===== src/rtl/cx_slot_sched_if.sv =====
// Signal bundle between the command-slot scheduler and its host/device side.
// slave = scheduler view, master = host/device view.
interface cx_slot_sched_if #(
   parameter int C_NUM_SLOTS = 4,
   parameter int C_SLOT_W    = 2
);
   logic [C_NUM_SLOTS-1:0] slot_issue;
   logic                   dma_done;
   logic                   cxfifo_irq;
   logic [3:0]             error_code;
   logic                   dma_req;
   logic [C_SLOT_W-1:0]    cur_slot;
   logic                   cxfifo_ok;
   logic                   cxfifo_ack;
   logic [C_NUM_SLOTS-1:0] slot_pending;
   logic [C_NUM_SLOTS-1:0] slot_done;
   logic [C_NUM_SLOTS-1:0] slot_err;
   logic [3:0]             slot_err_code;
   logic                   busy;

   modport master (
      output slot_issue, dma_done, cxfifo_irq, error_code,
      input  dma_req, cur_slot, cxfifo_ok, cxfifo_ack, slot_pending,
             slot_done, slot_err, slot_err_code, busy
   );

   modport slave (
      input  slot_issue, dma_done, cxfifo_irq, error_code,
      output dma_req, cur_slot, cxfifo_ok, cxfifo_ack, slot_pending,
             slot_done, slot_err, slot_err_code, busy
   );
endinterface


===== src/rtl/cx_slot_sched.sv =====
// Round-robin command-slot scheduler: one in-flight slot, DMA data phase, level IRQ completion, bounded retry.
// Optional per-command watchdog enabled by defining CX_SLOT_SCHED_TIMEOUT_EN.
module cx_slot_sched #(
   parameter int C_NUM_SLOTS = 4,
   parameter int C_SLOT_W    = 2,
   parameter int C_TIMEOUT   = 65535,
   parameter int C_MAX_RETRY = 2
) (
   input  logic           sys_clk,
   input  logic           sys_rst_n,
   cx_slot_sched_if.slave bus
);
   if (C_NUM_SLOTS != (1 << C_SLOT_W) || C_NUM_SLOTS < 2 || C_NUM_SLOTS > 8 ||
       C_TIMEOUT < 1 || C_TIMEOUT > 65535 || C_MAX_RETRY < 0 || C_MAX_RETRY > 3) begin : g_bad_cfg
      $error("cx_slot_sched: illegal parameter set");
   end

   typedef enum logic [2:0] {IDLE, XFER, WAIT_IRQ, RESP, DRAIN} state_e;

   state_e                      state_q, state_d;
   logic [C_SLOT_W-1:0]         cur_slot_q, cur_slot_d;
   logic [C_SLOT_W-1:0]         last_slot_q, last_slot_d;
   logic [C_NUM_SLOTS-1:0]      pending_q, pending_d;
   logic [C_NUM_SLOTS-1:0][1:0] retry_q, retry_d;
   logic [3:0]                  code_q, code_d;
   logic [3:0]                  err_code_q, err_code_d;

   logic                        pick_vld;
   logic [C_SLOT_W-1:0]         pick_slot;
   logic [C_SLOT_W-1:0]         rr_idx;
   logic [C_NUM_SLOTS-1:0]      cur_oh;
   logic [C_NUM_SLOTS-1:0]      clr_mask;
   logic                        retry_spent;
   logic                        in_resp;
   logic                        resp_err;
   logic                        resp_final;

`ifdef CX_SLOT_SCHED_TIMEOUT_EN
   logic [15:0]                 tmo_cnt_q, tmo_cnt_d;
   logic                        to_err_q, to_err_d;
`endif

   // Search downward so the nearest pending slot after last_slot wins.
   always_comb begin
      pick_vld  = 1'b0;
      pick_slot = '0;
      rr_idx    = '0;
      for (int i = C_NUM_SLOTS; i >= 1; i--) begin
         rr_idx = last_slot_q + C_SLOT_W'(i);
         if (pending_q[rr_idx]) begin
            pick_vld  = 1'b1;
            pick_slot = rr_idx;
         end
      end
   end

   always_comb begin
      cur_oh             = '0;
      cur_oh[cur_slot_q] = 1'b1;
   end

   assign retry_spent = retry_q[cur_slot_q] >= 2'(C_MAX_RETRY);
   assign in_resp     = (state_q == RESP);
   assign resp_err    = (code_q != 4'h0);
   assign resp_final  = in_resp && resp_err && retry_spent;

   always_comb begin
      state_d     = state_q;
      cur_slot_d  = cur_slot_q;
      last_slot_d = last_slot_q;
      retry_d     = retry_q;
      code_d      = code_q;
      err_code_d  = err_code_q;
      clr_mask    = '0;
`ifdef CX_SLOT_SCHED_TIMEOUT_EN
      tmo_cnt_d   = tmo_cnt_q;
      to_err_d    = 1'b0;
`endif
      case (state_q)
         IDLE: begin
            if (pick_vld) begin
               state_d     = XFER;
               cur_slot_d  = pick_slot;
               last_slot_d = pick_slot;
`ifdef CX_SLOT_SCHED_TIMEOUT_EN
               tmo_cnt_d   = '0;
`endif
            end
         end
         XFER: begin
            if (bus.dma_done) state_d = WAIT_IRQ;
         end
         WAIT_IRQ: begin
            if (bus.cxfifo_irq) begin
               state_d = RESP;
               code_d  = bus.error_code;
               // Load the final-error code now so it is valid alongside the slot_err pulse.
               if (bus.error_code != 4'h0 && retry_spent) err_code_d = bus.error_code;
            end
         end
         RESP: begin
            state_d = DRAIN;
            if (resp_err && !retry_spent) begin
               retry_d[cur_slot_q] = retry_q[cur_slot_q] + 2'd1;
            end else begin
               clr_mask            = cur_oh;
               retry_d[cur_slot_q] = 2'd0;
            end
         end
         DRAIN: begin
            if (!bus.cxfifo_irq) state_d = IDLE;
         end
         default: state_d = IDLE;
      endcase
`ifdef CX_SLOT_SCHED_TIMEOUT_EN
      if (state_q == XFER || state_q == WAIT_IRQ) begin
         if (tmo_cnt_q == 16'(C_TIMEOUT - 1)) begin
            state_d             = IDLE;
            clr_mask            = cur_oh;
            retry_d[cur_slot_q] = 2'd0;
            err_code_d          = 4'hF;
            to_err_d            = 1'b1;
         end else begin
            tmo_cnt_d = tmo_cnt_q + 16'd1;
         end
      end
`endif
      // Issue is ORed after the clear so a coinciding re-issue keeps the slot pending.
      pending_d = (pending_q & ~clr_mask) | bus.slot_issue;
   end

   always_ff @(posedge sys_clk) begin
      if (!sys_rst_n) begin
         state_q     <= IDLE;
         cur_slot_q  <= '0;
         last_slot_q <= C_SLOT_W'(C_NUM_SLOTS - 1);
         pending_q   <= '0;
         retry_q     <= '0;
         code_q      <= '0;
         err_code_q  <= '0;
`ifdef CX_SLOT_SCHED_TIMEOUT_EN
         tmo_cnt_q   <= '0;
         to_err_q    <= 1'b0;
`endif
      end else begin
         state_q     <= state_d;
         cur_slot_q  <= cur_slot_d;
         last_slot_q <= last_slot_d;
         pending_q   <= pending_d;
         retry_q     <= retry_d;
         code_q      <= code_d;
         err_code_q  <= err_code_d;
`ifdef CX_SLOT_SCHED_TIMEOUT_EN
         tmo_cnt_q   <= tmo_cnt_d;
         to_err_q    <= to_err_d;
`endif
      end
   end

   assign bus.dma_req       = (state_q == XFER);
   assign bus.cur_slot      = cur_slot_q;
   assign bus.busy          = (state_q != IDLE);
   assign bus.slot_pending  = pending_q;
   assign bus.slot_err_code = err_code_q;
   assign bus.cxfifo_ok     = in_resp && !resp_err;
   assign bus.cxfifo_ack    = in_resp && resp_err;
   assign bus.slot_done     = (in_resp && !resp_err) ? cur_oh : '0;
`ifdef CX_SLOT_SCHED_TIMEOUT_EN
   // Timeout error pulses the cycle after the abort; cur_slot still names the aborted slot.
   assign bus.slot_err      = (resp_final || to_err_q) ? cur_oh : '0;
`else
   assign bus.slot_err      = resp_final ? cur_oh : '0;
`endif
endmodule


===== src/flat_wrapper.sv =====
// flat-port wrapper written by rule: the top's interface ports become plain ports
module cx_slot_sched_flat 
#(
   parameter int C_NUM_SLOTS = 4,
   parameter int C_SLOT_W    = 2,
   parameter int C_TIMEOUT   = 65535,
   parameter int C_MAX_RETRY = 2
)
  (sys_clk, sys_rst_n, bus_slot_issue, bus_dma_done, bus_cxfifo_irq, bus_error_code, bus_dma_req, bus_cur_slot, bus_cxfifo_ok, bus_cxfifo_ack, bus_slot_pending, bus_slot_done, bus_slot_err, bus_slot_err_code, bus_busy);
  cx_slot_sched_if #(.C_NUM_SLOTS(C_NUM_SLOTS), .C_SLOT_W(C_SLOT_W)) bus_i ();
  input  logic sys_clk;
  input  logic sys_rst_n;
  input wire logic [$bits(bus_i.slot_issue)-1:0] bus_slot_issue;
  input wire logic [$bits(bus_i.dma_done)-1:0] bus_dma_done;
  input wire logic [$bits(bus_i.cxfifo_irq)-1:0] bus_cxfifo_irq;
  input wire logic [$bits(bus_i.error_code)-1:0] bus_error_code;
  output wire logic [$bits(bus_i.dma_req)-1:0] bus_dma_req;
  output wire logic [$bits(bus_i.cur_slot)-1:0] bus_cur_slot;
  output wire logic [$bits(bus_i.cxfifo_ok)-1:0] bus_cxfifo_ok;
  output wire logic [$bits(bus_i.cxfifo_ack)-1:0] bus_cxfifo_ack;
  output wire logic [$bits(bus_i.slot_pending)-1:0] bus_slot_pending;
  output wire logic [$bits(bus_i.slot_done)-1:0] bus_slot_done;
  output wire logic [$bits(bus_i.slot_err)-1:0] bus_slot_err;
  output wire logic [$bits(bus_i.slot_err_code)-1:0] bus_slot_err_code;
  output wire logic [$bits(bus_i.busy)-1:0] bus_busy;
  assign bus_i.slot_issue = bus_slot_issue;
  assign bus_i.dma_done = bus_dma_done;
  assign bus_i.cxfifo_irq = bus_cxfifo_irq;
  assign bus_i.error_code = bus_error_code;
  assign bus_dma_req = bus_i.dma_req;
  assign bus_cur_slot = bus_i.cur_slot;
  assign bus_cxfifo_ok = bus_i.cxfifo_ok;
  assign bus_cxfifo_ack = bus_i.cxfifo_ack;
  assign bus_slot_pending = bus_i.slot_pending;
  assign bus_slot_done = bus_i.slot_done;
  assign bus_slot_err = bus_i.slot_err;
  assign bus_slot_err_code = bus_i.slot_err_code;
  assign bus_busy = bus_i.busy;
  cx_slot_sched #(.C_NUM_SLOTS(C_NUM_SLOTS), .C_SLOT_W(C_SLOT_W), .C_TIMEOUT(C_TIMEOUT), .C_MAX_RETRY(C_MAX_RETRY)) u_core (.sys_clk(sys_clk), .sys_rst_n(sys_rst_n), .bus(bus_i));
endmodule

===== config.mk =====
export PLATFORM = sky130hd
export DESIGN_NAME = cx_slot_sched_flat
export DESIGN_NICKNAME = d
export VERILOG_FILES = /design/src/rtl/cx_slot_sched_if.sv /design/src/rtl/cx_slot_sched.sv /design/src/flat_wrapper.sv
export SDC_FILE = /design/constraint.sdc
export NUM_CORES = 1
export LEC_CHECK = 0
export BUFFER_PORTS_ARGS = -buffer_cell sky130_fd_sc_hd__buf_2
export CAP_MARGIN = 40
export CORE_MARGIN = 5
export CORE_UTILIZATION = 40
export DETAILED_ROUTE_END_ITERATION = 8
export PLACE_DENSITY = 0.65
export SYNTH_ARGS = -nofsm -noshare
export SYNTH_HDL_FRONTEND = slang
export SYNTH_SLANG_ARGS = --single-unit

===== constraint.sdc =====
create_clock -name sys_clk -period 1.35 [get_ports sys_clk]
set_clock_uncertainty 0.1 [all_clocks]
set_input_delay 0.135 -clock sys_clk [delete_from_list [all_inputs] [get_ports sys_clk]]
set_output_delay 0.135 -clock sys_clk [all_outputs]
set_load 0.05 [all_outputs]

# Word level (Yosys, flattened, before mapping)
# Index checks and enable logic that the tools add are counted.
# op_classes
eq_ne	8
bitwise	5
n_reduce_logical	16
n_mux	33
order_cmp	7
n_addsub	4
# ops
cell	count
two-way mux 4 bit	4
less-than comparator 2 x 3 -> 1 bit, second input constant	5
case mux 3 bit (5 select lines)	1
two-way mux 2 bit	6
two-way mux 3 bit	4
two-way mux 1 bit	9
bitwise AND 8 bit	1
binary-select mux 1 bit (select 2 bit)	4
bitwise mux 8 bit	1
two-way mux 8 bit	1
NOT 8 bit	1
nonzero test 4 bit	2
equality test 3 x 2 -> 1 bit, second input constant	2
logical AND 1 bit	6
inequality test 2 bit, second input constant	3
adder 2 x 1 -> 2 bit, second input constant	2
adder 2 bit, second input constant	2
bitwise AND 4 bit	1
binary-select mux 2 bit (select 2 bit)	1
demux 2 bit (select 2 bit)	1
NOT 4 bit	1
bitwise OR 4 bit	1
AND reduction 2 bit	2
AND reduction 4 bit	1
other kinds (10)	11
# word_totals
word_cells	83
ff_bits	27
in_bits	12

# Logic depth before layout (Yosys ltp)
# logic_depth
word_depth	10
mapped_depth	6

# Worst setup path before layout
# OpenSTA, ideal clock, no wires.
# synth_timing
path_kind	register -> output
start	reg u_core.state_q[0]
end	out bus_slot_err[0]
stages_incl_launch_ff	7
t_arrival_ns	2.777
t_required_ns	1.115
slack_ns	-1.662
cell_sequence	dfxtp_1 -> buf_2 -> nand3b_2 -> buf_2 -> nor2_1 -> nand2_1 -> nor3_1
# synth_between
elab_chain_cells	4
# synth_lines
item	line_no	rtl
from (decl)	cx_slot_sched.sv:20	state_e state_q, state_d;
from (signal assigned)	cx_slot_sched.sv:146	state_q <= state_d;
equality test 3 x 2 -> 1 bit	cx_slot_sched.sv:63	assign in_resp = (state_q == RESP);
logical AND 1 bit	n/a	
named net bus_cxfifo_ack	flat_wrapper.sv:20	output wire logic [$bits(bus_i.cxfifo_ack)-1:0] bus_cxfifo_ack;
logical AND 1 bit	cx_slot_sched.sv:65	assign resp_final = in_resp && resp_err && retry_spent;
two-way mux 4 bit	cx_slot_sched.sv:172	assign bus.slot_err = resp_final ? cur_oh : '0;
to (decl)	flat_wrapper.sv:23	output wire logic [$bits(bus_i.slot_err)-1:0] bus_slot_err;
# The timed path passes the listed nets, and every way through them passes these cells.

# Final worst setup path
# layout_timing
start	reg u_core.cur_slot_q[0], in the netlist u_core.bus.cur_slot[0]
end	out bus_slot_err[0]
# layout_between
elab_chain_cells	5
# layout_lines
item	line_no	rtl
from (decl)	cx_slot_sched.sv:21	logic [C_SLOT_W-1:0] cur_slot_q, cur_slot_d;
from (signal assigned)	cx_slot_sched.sv:147	cur_slot_q <= cur_slot_d;
less-than comparator 2 x 3 -> 1 bit (not written as such), or another cell as far along	cx_slot_sched.sv:59	cur_oh[cur_slot_q] = 1'b1;
logical AND 1 bit (not written as such) or two-way mux 2 bit (tied branches)	cx_slot_sched.sv:59, cx_slot_sched.sv:62	
two-way mux 1 bit (not written as such) or >= comparator 2 bit (tied branches)	cx_slot_sched.sv:59, cx_slot_sched.sv:62	
demux 1 bit (select 2 bit) or logical AND 1 bit (tied branches)	n/a	
two-way mux 4 bit (*)	cx_slot_sched.sv:172	
# Mark *: on every way between the ends. The rest lies on a longest branch, timed or not. The select of a mux whose other input is x is not followed.

==> flow_summary.yaml <==
run_status:
  outcome: "finished, violations left"
  violations: "setup timing"
drt:
  ant_nets: 0
  vias: 1555
  drt-met1-wl_um: 1842
  drt_iter0_drc: 83
  met3_length_um: 197
  drc_errors: 0
  maxUsedRoutingLayer: "met4"
  drt-total-wl_um: 4679
  wl_per_cell_um: 15.70
  vias_per_cell: 5.218
  first_pass_iters: 4
  wl_met2_um: 2553
place:
  gp_congestion: 0.8404
  place_area_sq_mm: 0.001961
  dp_hpwl_um: 2871
  port_buffers: 33
floorplan:
  core_sq_mm: 0.003363
  io_pins: 34
  initial_core_util_pct: 41.52
  die_height_um: 69.09
  die_area_sq_mm: 0.004773
  num_rows: 21
  fp.dieW_um: 69.09
pwr:
  pwr-share-comb_pct: 52.8
  p_per_area_mw_per_mm2: 1102
  p_int_mw: 1.744
  p_switching_mw: 1.110
  pwr-share-clk_pct: 13.0
  finalPower_mw: 2.854
  pwr-share-seq_pct: 34.2
  vdd_drop_max_uv: 736.0
  switching_share_pct: 38.90
  p_leak_nw: 1.076
sta:
  rsz0062_at_grt: "yes"
  slew_headroom_pct: 82.44
  fmax_ghz: 0.5315
  fin_crit_sh_pct: 139.4
  slew_viol_final: 0
  setup_ws_ns: -0.5314
  hold_ws_ns: 0.07249
  setup_viol: 34
  worst_slew_pin_slew_ns: 0.2615
  hold_violations: 0
  finalCriticalPeriod_ns: 1.881
layout:
  area_growth_pct: 85.48
  diodes: 0
  drive_gt1_share_pct: 57.94
  stdcell_area_sq_mm: 0.002590
  final_nets: 265
yosys:
  synthCells: 162
  synth.distinct_cells: 41
  yosysSeqAreaShare_pct: 38.71
  synthFlopType: "dfxtp_1"
  ys_top_cells_by_area: "dfxtp_1 (39%), mux2i_1 (6.5%), nor2b_1 (4.9%), nand2_1 (4.3%), nor2_1 (4.3%)"
  async_reset_ff_share_pct: 0
  synth_edf_count: 0
  synthDominantCellAreaShare_pct: 38.71
  ys_ff_latch: 27
  syn-cell-area_sq_mm: 0.001396
  synth_nets: 174
  synth.avg_cell_area_sq_um: 8.619
  synth_top_area_cell: "dfxtp_1"
  synth_warnings: 0
grt:
  grt_pass1_wl_um: 7086
  grt_pass1_vias: 1497
  grt_usage_pct: 18.36
  grt_overflow_total: 0
  antenna_found_initial: 0
  grt_max_degree: 26
critical_path:
  critical-path-max-stage-delay_ns: 0.55
  critPathTopFamily: "multiplexers"
  cp-start-kind: "register"
  critPathMaxFanout: 4
  critPathRequiredTime_ns: 1.12
  worstSetupEndpointType: "output port"
  slowest_stage: "mux4_2"
  worst-path-buf-inv: 1
  critical_path_arrival_ns: 1.65
  worst-setup-path-type: "reg -> out"
  crit_chain: "mux4_2 -> nand2_4 -> nor3_4 -> buf_6"
hold_path:
  holdCritPathClass: "in -> reg"
clock_network:
  root_buffer: "clkbuf_4"
  htreeDepth: 1
  clock-sinks: 27
  cts_buffer_depth: 2
  cts_buffers: 3
  cts_tree: "yes"
  clkTransAtPathRegs_ns: 0.16
  clkLatencyLatePin_ns: 0.34
flow_run:
  maxCapViolations: 0
## worst paths after layout
path                          startpoint                           to  slack [ns]  depth (start not counted)
hold / removal            bus_cxfifo_irq            u_core.state_q[2]        0.07                          3
hold reg to reg        u_core.retry_q[2]            u_core.retry_q[2]        0.39                          2
setup reg to reg  u_core.bus.cur_slot[0]  u_core.bus.slot_err_code[1]       -0.29                          5
setup / recovery  u_core.bus.cur_slot[0]              bus_slot_err[0]       -0.53                          4
## synth_stat cells, drive strengths merged (3+ instances only)
| cell | number |
|---|---|
| dfxtp | 27 |
| nand2 | 16 |
| nor2 | 16 |
| nor2b | 11 |
| o21ai | 11 |
| mux2i | 9 |
| inv | 8 |
| a21boi | 7 |
| o21a | 6 |
| nor3 | 5 |
| buf | 4 |
| nand2b | 4 |
| nand3 | 4 |
| clkbuf | 3 |
| o31a | 3 |
## power groups by stage
stage / sequential (mW) / clock, mW / combinational (mW)
final: 0.975 / 0.372 / 1.51
after global routing: 0.989 / 0.414 / 1.59
after CTS: 0.974 / 0.381 / 1.35
after detailed placement: 0.981 / 0 / 1.00
after global placement: 0.976 / 0 / 0.982
after floorplan: 1.07 / 0 / 0.587
## layer usage
metal,up-vias,track usage [%]
met1,744,19.48
li1,755,-
met4,0,5.640
met2,46,35.81
met3,10,3.488
met5,-,0
## logic make-up (layout without fill, tap and decap cells)
family | Yosys count | in the layout | synth area share, %
AND/OR/NAND/NOR | 69 | 69 | 26.97
buffers and inverters | 15 | 105 | 5.018
flip-flops | 27 | 27 | 38.71
multiplexers | 12 | 12 | 9.946
AO/OA/AOI/OAI | 39 | 39 | 19.35
## sequential cells by signal (all words and copies together) (netlist names)
register / cells
u_core.last_slot_q: 2
u_core.bus.cur_slot: 2
u_core.bus.slot_pending: 4
u_core.state_q: 3
u_core.retry_q: 8
u_core.code_q: 4
u_core.bus.slot_err_code: 4
## final cells by class
type                       instances  area (sq um)
tap                               46         57.56
clock inverter                     1         7.507
multi-input combinational        120          1069
fill                             231         773.2
sequential                        27         571.8
clock buffer                       3         22.52
timing repair buffer              93         824.5
inverter                           8         37.54
## timing repair
action | 4_1_cts | 5_1_grt
pin swaps | 14 | 21
endpoints found under the hold margin | 11 | 1
resized for setup | 70 | 34
endpoints found under the setup margin | 36 | 40
buffers inserted | 14 | 12
hold buffers | 10 | 1
## cells in the final DEF, fill, tap and decap left out, drive strengths merged
cell type / count
inv: 7
nand2: 16
nor4: 2
o21a: 6
nand2b: 4
a22oi: 2
a211o: 1
clkinvlp: 1
o211ai: 1
a2bb2oi: 1
a21oi: 1
o221ai: 2
and4bb: 1
and2: 1
or3: 1
or4: 1
nand3b: 2
mux2: 2
nor3: 5
mux4: 1
a211oi: 1
buf: 82
dfxtp: 27
clkinv: 1
o21ai: 11
o31a: 3
o311ai: 1
a21boi: 7
nor3b: 2
nor2: 16
dlygate4sd3: 11
o22ai: 2
mux2i: 9
nand4: 1
clkbuf: 3
and3: 2
nor2b: 11
nand3: 4
## stage by stage
step	std cells	worst slack (ns)	TNS, ns	utilization (%)
after global placement	264	-0.2168	-3.541	58.30
final	298	-0.5314	-8.719	77.01
after global routing	298	-0.5856	-10.91	77.01
after detailed placement	264	-0.2575	-4.280	58.30
after CTS	292	-0.5351	-9.232	71.91
after floorplan	162	-0.4858	-5.519	-
## worst reg2reg max path, stage by stage (launching register included)
cell and delay, ns:
dfxtp_4 0.39, mux4_2 0.55, buf_6 0.16, and2_4 0.14, a22oi_2 0.16, nor2b_1 0.06
Note: power is estimated with default switching activity, not from simulation.
